==> config.mk <==
export PLATFORM = sky130hd
export DESIGN_NAME = state_change_logger_flat
export DESIGN_NICKNAME = d
export VERILOG_FILES = /design/src/rtl/state_change_logger_if.sv /design/src/rtl/state_change_logger.sv /design/src/flat_wrapper.sv
export SDC_FILE = /design/constraint.sdc
export NUM_CORES = 1
export LEC_CHECK = 0
export BUFFER_PORTS_ARGS = -buffer_cell sky130_fd_sc_hd__buf_2
export CAP_MARGIN = 15
export CORE_UTILIZATION = 49
export CTS_CLUSTER_DIAMETER = 150
export DETAILED_ROUTE_END_ITERATION = 7
export PLACE_DENSITY = 0.74
export SYNTH_ARGS = -nofsm -noshare
export SYNTH_HDL_FRONTEND = slang
export SYNTH_SLANG_ARGS = --single-unit
export TNS_END_PERCENT = 100
==> constraint.sdc <==
create_clock -name CLK -period 3.3 [get_ports CLK]
set_input_delay 0.33 -clock CLK [delete_from_list [all_inputs] [get_ports CLK]]
set_output_delay 0.33 -clock CLK [all_outputs]
set_load 0.01 [all_outputs]
==> src/rtl/state_change_logger_if.sv <==
// Drain-side valid/ready port of the state change logger.
interface state_change_logger_if #(
  parameter int unsigned TS_W = 8
) ();
  logic            OUT_VALID;
  logic            OUT_READY;
  logic [TS_W+2:0] OUT_DATA;

  modport master (output OUT_VALID, output OUT_DATA, input OUT_READY);
  modport slave  (input OUT_VALID, input OUT_DATA, output OUT_READY);
endinterface

==> src/rtl/state_change_logger.sv <==
// Timestamps every change of the 3-bit JK state bus and queues it in a
// first-word-fall-through FIFO; events lost to a full FIFO are counted.
module state_change_logger #(
  parameter int unsigned DEPTH = 8,
  parameter int unsigned TS_W  = 8
) (
  input  logic                   CLK,
  input  logic                   RST_N,
  input  logic                   EN,
  input  logic [2:0]             Q_IN,
  input  logic                   CLR_OVF,
  state_change_logger_if.master  out_if,
  output logic                   FULL,
  output logic                   EMPTY,
  output logic [$clog2(DEPTH):0] COUNT,
  output logic [7:0]             OVF_CNT
);

  localparam int unsigned PW = $clog2(DEPTH);
  localparam int unsigned CW = PW + 1;
  localparam int unsigned DW = TS_W + 3;

  logic [2:0]      prev_q_q, prev_q_d;
  logic [TS_W-1:0] ts_q, ts_d;
  logic [PW-1:0]   wr_ptr_q, wr_ptr_d;
  logic [PW-1:0]   rd_ptr_q, rd_ptr_d;
  logic [CW-1:0]   count_q, count_d;
  logic [7:0]      ovf_q, ovf_d;
  logic [DW-1:0]   mem_q [DEPTH];

  logic event_c, pop_c, push_c, drop_c, full_c, empty_c;

  assign empty_c = (count_q == '0);
  assign full_c  = (count_q == CW'(DEPTH));
  assign event_c = EN && (Q_IN != prev_q_q);
  assign pop_c   = !empty_c && out_if.OUT_READY;
  // A full FIFO can still accept an event when the head leaves on the same edge.
  assign push_c  = event_c && (!full_c || pop_c);
  assign drop_c  = event_c && full_c && !pop_c;

  always_comb begin
    prev_q_d = Q_IN;
    ts_d     = ts_q + TS_W'(1);
    wr_ptr_d = wr_ptr_q;
    rd_ptr_d = rd_ptr_q;
    count_d  = count_q;
    ovf_d    = ovf_q;
    if (push_c) wr_ptr_d = wr_ptr_q + PW'(1);
    if (pop_c)  rd_ptr_d = rd_ptr_q + PW'(1);
    case ({push_c, pop_c})
      2'b10:   count_d = count_q + CW'(1);
      2'b01:   count_d = count_q - CW'(1);
      default: count_d = count_q;
    endcase
    // Clear wins over a coincident drop.
    if (CLR_OVF)                       ovf_d = '0;
    else if (drop_c && ovf_q != 8'hFF) ovf_d = ovf_q + 8'd1;
  end

  always_ff @(posedge CLK or negedge RST_N) begin
    if (!RST_N) begin
      prev_q_q <= '0;
      ts_q     <= '0;
      wr_ptr_q <= '0;
      rd_ptr_q <= '0;
      count_q  <= '0;
      ovf_q    <= '0;
    end else begin
      prev_q_q <= prev_q_d;
      ts_q     <= ts_d;
      wr_ptr_q <= wr_ptr_d;
      rd_ptr_q <= rd_ptr_d;
      count_q  <= count_d;
      ovf_q    <= ovf_d;
    end
  end

  // Storage needs no reset: occupancy gates every read.
  always_ff @(posedge CLK) begin
    if (push_c) mem_q[wr_ptr_q] <= {ts_q, Q_IN};
  end

  assign out_if.OUT_VALID = !empty_c;
  assign out_if.OUT_DATA  = empty_c ? '0 : mem_q[rd_ptr_q];
  assign FULL             = full_c;
  assign EMPTY            = empty_c;
  assign COUNT            = count_q;
  assign OVF_CNT          = ovf_q;

endmodule
==> src/flat_wrapper.sv <==
// flat-port wrapper written by rule: the top's interface ports become plain ports
module state_change_logger_flat 
#(
  parameter int unsigned DEPTH = 8,
  parameter int unsigned TS_W  = 8
)
  (CLK, RST_N, EN, Q_IN, CLR_OVF, FULL, EMPTY, COUNT, OVF_CNT, out_if_OUT_VALID, out_if_OUT_DATA, out_if_OUT_READY);
  state_change_logger_if #(.TS_W(TS_W)) out_if_i ();
  input  logic CLK;
  input  logic RST_N;
  input  logic EN;
  input  logic [2:0] Q_IN;
  input  logic CLR_OVF;
  output logic FULL;
  output logic EMPTY;
  output logic [$clog2(DEPTH):0] COUNT;
  output logic [7:0] OVF_CNT;
  output wire logic [$bits(out_if_i.OUT_VALID)-1:0] out_if_OUT_VALID;
  output wire logic [$bits(out_if_i.OUT_DATA)-1:0] out_if_OUT_DATA;
  input wire logic [$bits(out_if_i.OUT_READY)-1:0] out_if_OUT_READY;
  assign out_if_OUT_VALID = out_if_i.OUT_VALID;
  assign out_if_OUT_DATA = out_if_i.OUT_DATA;
  assign out_if_i.OUT_READY = out_if_OUT_READY;
  state_change_logger #(.DEPTH(DEPTH), .TS_W(TS_W)) u_core (.CLK(CLK), .RST_N(RST_N), .EN(EN), .Q_IN(Q_IN), .CLR_OVF(CLR_OVF), .out_if(out_if_i), .FULL(FULL), .EMPTY(EMPTY), .COUNT(COUNT), .OVF_CNT(OVF_CNT));
endmodule
After elaboration in Yosys (flattened, before gate mapping)
Memories as Yosys holds them, arrays and structs flattened.
Index checks and enable logic that the tools add are counted.
Widths: inputs -> output; s select.
{"block": "classes", "n_eq_ne": 5, "reduce_logical": 13, "n_mux": 6, "addsub": 6}
{"operator": "$add 8x1->8 const B", "count": 2}
{"operator": "$mux 8", "count": 2}
{"operator": "$mux 11", "count": 1}
{"operator": "$ne 8x8->1 const B", "count": 1}
{"operator": "$pmux 4 s2", "count": 1}
{"operator": "$add 3x1->3 const B", "count": 2}
{"operator": "$logic_and 1x1->1", "count": 6}
{"operator": "$add 4x1->4 const B", "count": 1}
{"operator": "$eq 4x4->1 const B", "count": 1}
{"operator": "$logic_not 4->1", "count": 1}
{"operator": "$reduce_bool 2->1", "count": 2}
{"operator": "$sub 4x1->4 const B", "count": 1}
{"operator": "$logic_not 1->1", "count": 3}
{"operator": "$ne 3x3->1", "count": 1}
{"operator": "$eq 2x1->1 const B", "count": 1}
{"operator": "$eq 2x2->1 const B", "count": 1}
{"operator": "$mux 1", "count": 2}
{"operator": "$logic_or 1x1->1", "count": 1}
{"block": "totals", "register_bits": 29, "mem_count": 1, "output_inout_bits": 26, "ramBits": 88, "in_bits": 8}
{"memory": "u_core.mem_q", "words": 8, "word_bits": 11, "rd": 1, "rd_clocked_by_memory_dff": 0, "write_ports": 1, "line": "state_change_logger.sv:29", "rtl": "logic [DW-1:0] mem_q [DEPTH];"}

Longest topological paths before layout
{"block": "logic_depth", "word_depth": 8, "depth_mapped": 11, "depth_no_buf": 11}

Worst setup path before layout
Ideal clock, no wire load.
{"block": "synth_timing", "path_type": "flip-flop to flip-flop", "from": "register u_core.count_q[1], in the netlist u_core.COUNT[1]", "to": "register u_core.count_q[2], in the netlist u_core.COUNT[2]", "setup_slack_ps": 756, "path_buffers": 1, "period_less_slack_ps": 2544, "setup_ps": 133, "t_arrival_ps": 2411, "stages_incl_launch_ff": 11, "cell_sequence": "dfrtp_1 > or4_4 > and2_1 > buf_2 > ha_1 > xor2_1 > ha_1 > a21oi_1 > xor2_1 > nor2_1 > xor2_1"}
{"block": "synth_between", "elab_chain_len": 7}
{"element": "start: declaration", "line": "state_change_logger.sv:27", "rtl": "logic [CW-1:0] count_q, count_d;"}
{"element": "start signal: assignment", "line": "state_change_logger.sv:73", "rtl": "count_q <= count_d;"}
{"element": "$logic_not 4->1 (*)", "line": "state_change_logger.sv:33", "rtl": "assign empty_c = (count_q == '0);"}
{"element": "$logic_not 1->1 (*)"}
{"element": "named net out_if_OUT_VALID", "line": "flat_wrapper.sv:18", "rtl": "output wire logic [$bits(out_if_i.OUT_VALID)-1:0] out_if_OUT_VALID;"}
{"element": "$logic_and 1x1->1 (*)", "line": "state_change_logger.sv:36", "rtl": "assign pop_c = !empty_c && out_if.OUT_READY;"}
{"element": "named net u_core.pop_c", "line": "state_change_logger.sv:31", "rtl": "logic event_c, pop_c, push_c, drop_c, full_c, empty_c;"}
{"element": "$logic_or 1x1->1", "line": "state_change_logger.sv:38", "rtl": "assign push_c = event_c && (!full_c || pop_c);"}
{"element": "$logic_and 1x1->1", "line": "state_change_logger.sv:38"}
{"element": "$eq 2x1->1 / $eq 2x2->1 (equally long branches)", "line": "state_change_logger.sv:50", "rtl": "case ({push_c, pop_c})"}
{"element": "$pmux 4 s2 / $reduce_bool 2->1 (equally long branches)"}
The timed path passes the listed nets; every way through them passes the cells marked *.
A chain may end at the register's enable or synchronous reset.

Final worst setup path
{"block": "layout_timing", "from": "register u_core.rd_ptr_q[1]", "to": "output port out_if_OUT_DATA[5]"}
{"block": "layout_between", "elab_chain_len": 2}
{"element": "start: declaration", "line": "state_change_logger.sv:26", "rtl": "logic [PW-1:0] rd_ptr_q, rd_ptr_d;"}
{"element": "start signal: assignment", "line": "state_change_logger.sv:72", "rtl": "rd_ptr_q <= rd_ptr_d;"}
{"element": "$mem_v2 8x11"}
{"element": "$mux 11", "line": "state_change_logger.sv:84", "rtl": "assign out_if.OUT_DATA = empty_c ? '0 : mem_q[rd_ptr_q];"}
{"element": "end: declaration", "line": "flat_wrapper.sv:19", "rtl": "output wire logic [$bits(out_if_i.OUT_DATA)-1:0] out_if_OUT_DATA;"}
Every way passes these cells.

==> impl_metrics.tcl <==
set metrics [dict create \
    drv_cap 0 \
    wl_mm 8.91 \
    io_buffers 33 \
    critical_path_class "reg2out" \
    antenna_left 0 \
    path_max_fanout 24 \
    setup.worst_path.start "u_core.rd_ptr_q[1]$_DFFE_PN0P_" \
    post-place-ws_ns 0.705 \
    synth_flop_cell "edfxtp_1" \
    grt_util_all_layers_pct 19.5 \
    rows 35 \
    cts_tree "yes" \
    worstSkewPairLatency_ns 0.51 \
    dr.pass1.iters 4 \
    avgSynthCellArea_um2 17.5 \
    setup_viol_count_final 0 \
    core_area_um2 9420 \
    drt_iter0_drc 145 \
    dpl.hpwl_mm 5.35 \
    timing.rr.start "u_core.COUNT[1]$_DFFE_PN0P_" \
    reg2reg_to "u_core.COUNT[2]$_DFFE_PN0P_" \
    reg2reg_slack_ns 0.77 \
    antenna_found_initial 0 \
    synth_enable_flop_cells 88 \
    synth.cell_area_um2 4840 \
    tightest_slew_ns 1.10 \
    place_congestion 0.763 \
    finalMaxSlewViolations 0 \
    ios 34 \
    cp-start-kind "register" \
    worstRegToRegCells 9 \
    num_vias 2563 \
    hold_path_class "in2reg" \
    cts_sinks 117 \
    ys_types 42 \
    syn_to_final_growth_pct 20.0 \
    wl_per_cell_um 18.8 \
    final_cell_mix "edfxtp_1, buf_2, dfrtp_1" \
    ys_seq_elements 117 \
    htree_levels 4 \
    crit_required_ns 2.97 \
    syn-instance-count 277 \
    clk_pin_slew_worst_paths_ns 0.05 \
    grt_first_pass_wirelength_mm 14.0 \
    async_flop_share_pct 24.8 \
    final.setup.tns_ns 0 \
    p_leak_nw 2.19 \
    endpoint "out_if_OUT_DATA[5]" \
    vias_per_cell 5.41 \
    rsz0062_at_grt "false" \
    nNetsFinal 347 \
    worst_slack_ns 0.529 \
    fin_skew_ns 0.00521 \
    finalHoldViolCount 0 \
    yosysWarnings 0 \
    hold_path.startpoint "Q_IN[2]" \
    drive_gt1_share_pct 31.3 \
    fillers 661 \
    status "finished, final reports clean" \
    grt_max_degree 30 \
    cts-root-buf "clkbuf_8" \
    timing.fmax_mhz 361 \
    grt_pass1_vias 2572 \
    cp.arrival_ns 2.44 \
    numCtsBuffers 17 \
    fin_crit_sh_pct 84.0 \
    crit_path_end_kind "output port" \
    power_density_nw_per_um2 864 \
    synth-seq-area-share_pct 69.5 \
    die_area_um2 10300 \
    cts_buffer_depth 2 \
    grt_overflow 0 \
    final_common_cell "edfxtp_1" \
    relSlewSlack_pct 26.8 \
    die_x_um 101 \
    fin_crit_ns 2.77 \
    post_cts_resized 0 \
    n_antenna_cell 0 \
    drc 0 \
    ir_drop_mv 0.417 \
    dieHeight_um 101 \
    initial_core_util_pct 51.4 \
    synth_nets 292 \
    cts_setup_buffers 0 \
]
-- cell type report --
class | count | area [µm²] | share of cell area [%]
repair buffers | 45 | 258 | 4.43
clock inverters | 13 | 158 | 2.71
clock buffers | 19 | 432 | 7.42
multi-input cells | 147 | 1420 | 24.5
well taps | 129 | 161 | 2.78
inverters | 4 | 15.0 | 0.258
flip-flops and latches | 117 | 3370 | 57.9
-- worst max-delay path, stage by stage (launching register included) --
cell,delay [ns]
dfrtp_1,1.07
mux4_2,0.44
mux2i_1,0.21
nor2_1,0.06
buf_2,0.16
-- cell usage after synthesis, types with 2 or more instances --
master | n | share of area (%)
mux2_2 | 4 | 0.93
nand3_1 | 6 | 0.62
dfrtp_1 | 29 | 15
xor2_1 | 11 | 2.0
nor2_1 | 23 | 1.8
o31ai_1 | 3 | 0.46
clkbuf_1 | 5 | 0.39
ha_1 | 7 | 1.8
mux4_2 | 22 | 10
a21oi_1 | 4 | 0.41
buf_2 | 3 | 0.31
o211ai_1 | 2 | 0.31
nor3_1 | 5 | 0.52
a211oi_1 | 2 | 0.31
and3_1 | 2 | 0.26
xnor2_1 | 7 | 1.3
or4_1 | 2 | 0.31
edfxtp_1 | 88 | 55
mux2_1 | 3 | 0.70
inv_1 | 4 | 0.31
nand2b_1 | 4 | 0.52
mux2i_1 | 12 | 2.5
nor2b_1 | 4 | 0.52
nand2_1 | 4 | 0.31
and2_1 | 2 | 0.26
o21ai_0 | 2 | 0.21
or2_2 | 2 | 0.26
-- routing by layer --
metal / wire [µm] / part of all wire, % / track usage, %
met1: 3950 / 44 / 25.4
met4: 89 / 1.0 / 7.25
met3: 264 / 3.0 / 5.38
met2: 4610 / 52 / 31.6
met5: 0 / 0 / 0
-- registers in the layout, indices dropped and copies added (netlist names) --
signal / cells
u_core.prev_q_q: 3
u_core.wr_ptr_q: 3
u_core.mem_q: 88
u_core.rd_ptr_q: 3
u_core.OVF_CNT: 8
u_core.COUNT: 4
u_core.ts_q: 8
-- timing repair --
item / CTS / global route
endpoints found under the setup margin: 0 / 0
hold buffers: 1 / 0
hold endpoints to repair: 29 / 0
-- worst min path at each step --
stage               cells past startpoint                             to
floorplan                               0    u_core.COUNT[0]$_DFFE_PN0P_
global route                            1   u_core.prev_q_q[1]$_DFF_PN0_
finish                                  1   u_core.prev_q_q[2]$_DFF_PN0_
CTS                                     1   u_core.prev_q_q[1]$_DFF_PN0_
detailed placement                      1  u_core.OVF_CNT[5]$_DFFE_PN0P_
global placement                        1  u_core.OVF_CNT[5]$_DFFE_PN0P_
-- per-stage QoR --
stage	total power, mW	area (µm²)	hold slack, ns	util (%)	cells
after floorplan	2.85	4840	0.0344	-	277
after global placement	3.25	5220	0.413	55.4	441
after detailed placement	3.27	5220	0.423	55.4	441
after CTS	5.08	5810	0.0173	61.8	474
after global routing	5.27	5810	0.0204	61.8	474
final	5.02	5810	0.0383	61.8	474
-- power by group --
group | internal (mW) | switching [mW]
clock network | 1.16 | 0.628
logic | 0.625 | 0.589
registers | 1.79 | 0.229
total | 3.58 | 1.45
-- cell families after synthesis --
| family | after synthesis | share of synthesized area, % |
|---|---|---|
| and+or+nand+nor | 67 | 8.09 |
| muxes | 41 | 14.3 |
| xor gates and xnor gates | 18 | 3.25 |
| DFF | 117 | 69.5 |
| adders and majority gates | 7 | 1.81 |
| AOI/OAI and AO/OA | 14 | 1.89 |
| buffers and inverters | 13 | 1.08 |
(Power assumes the default switching activity.)
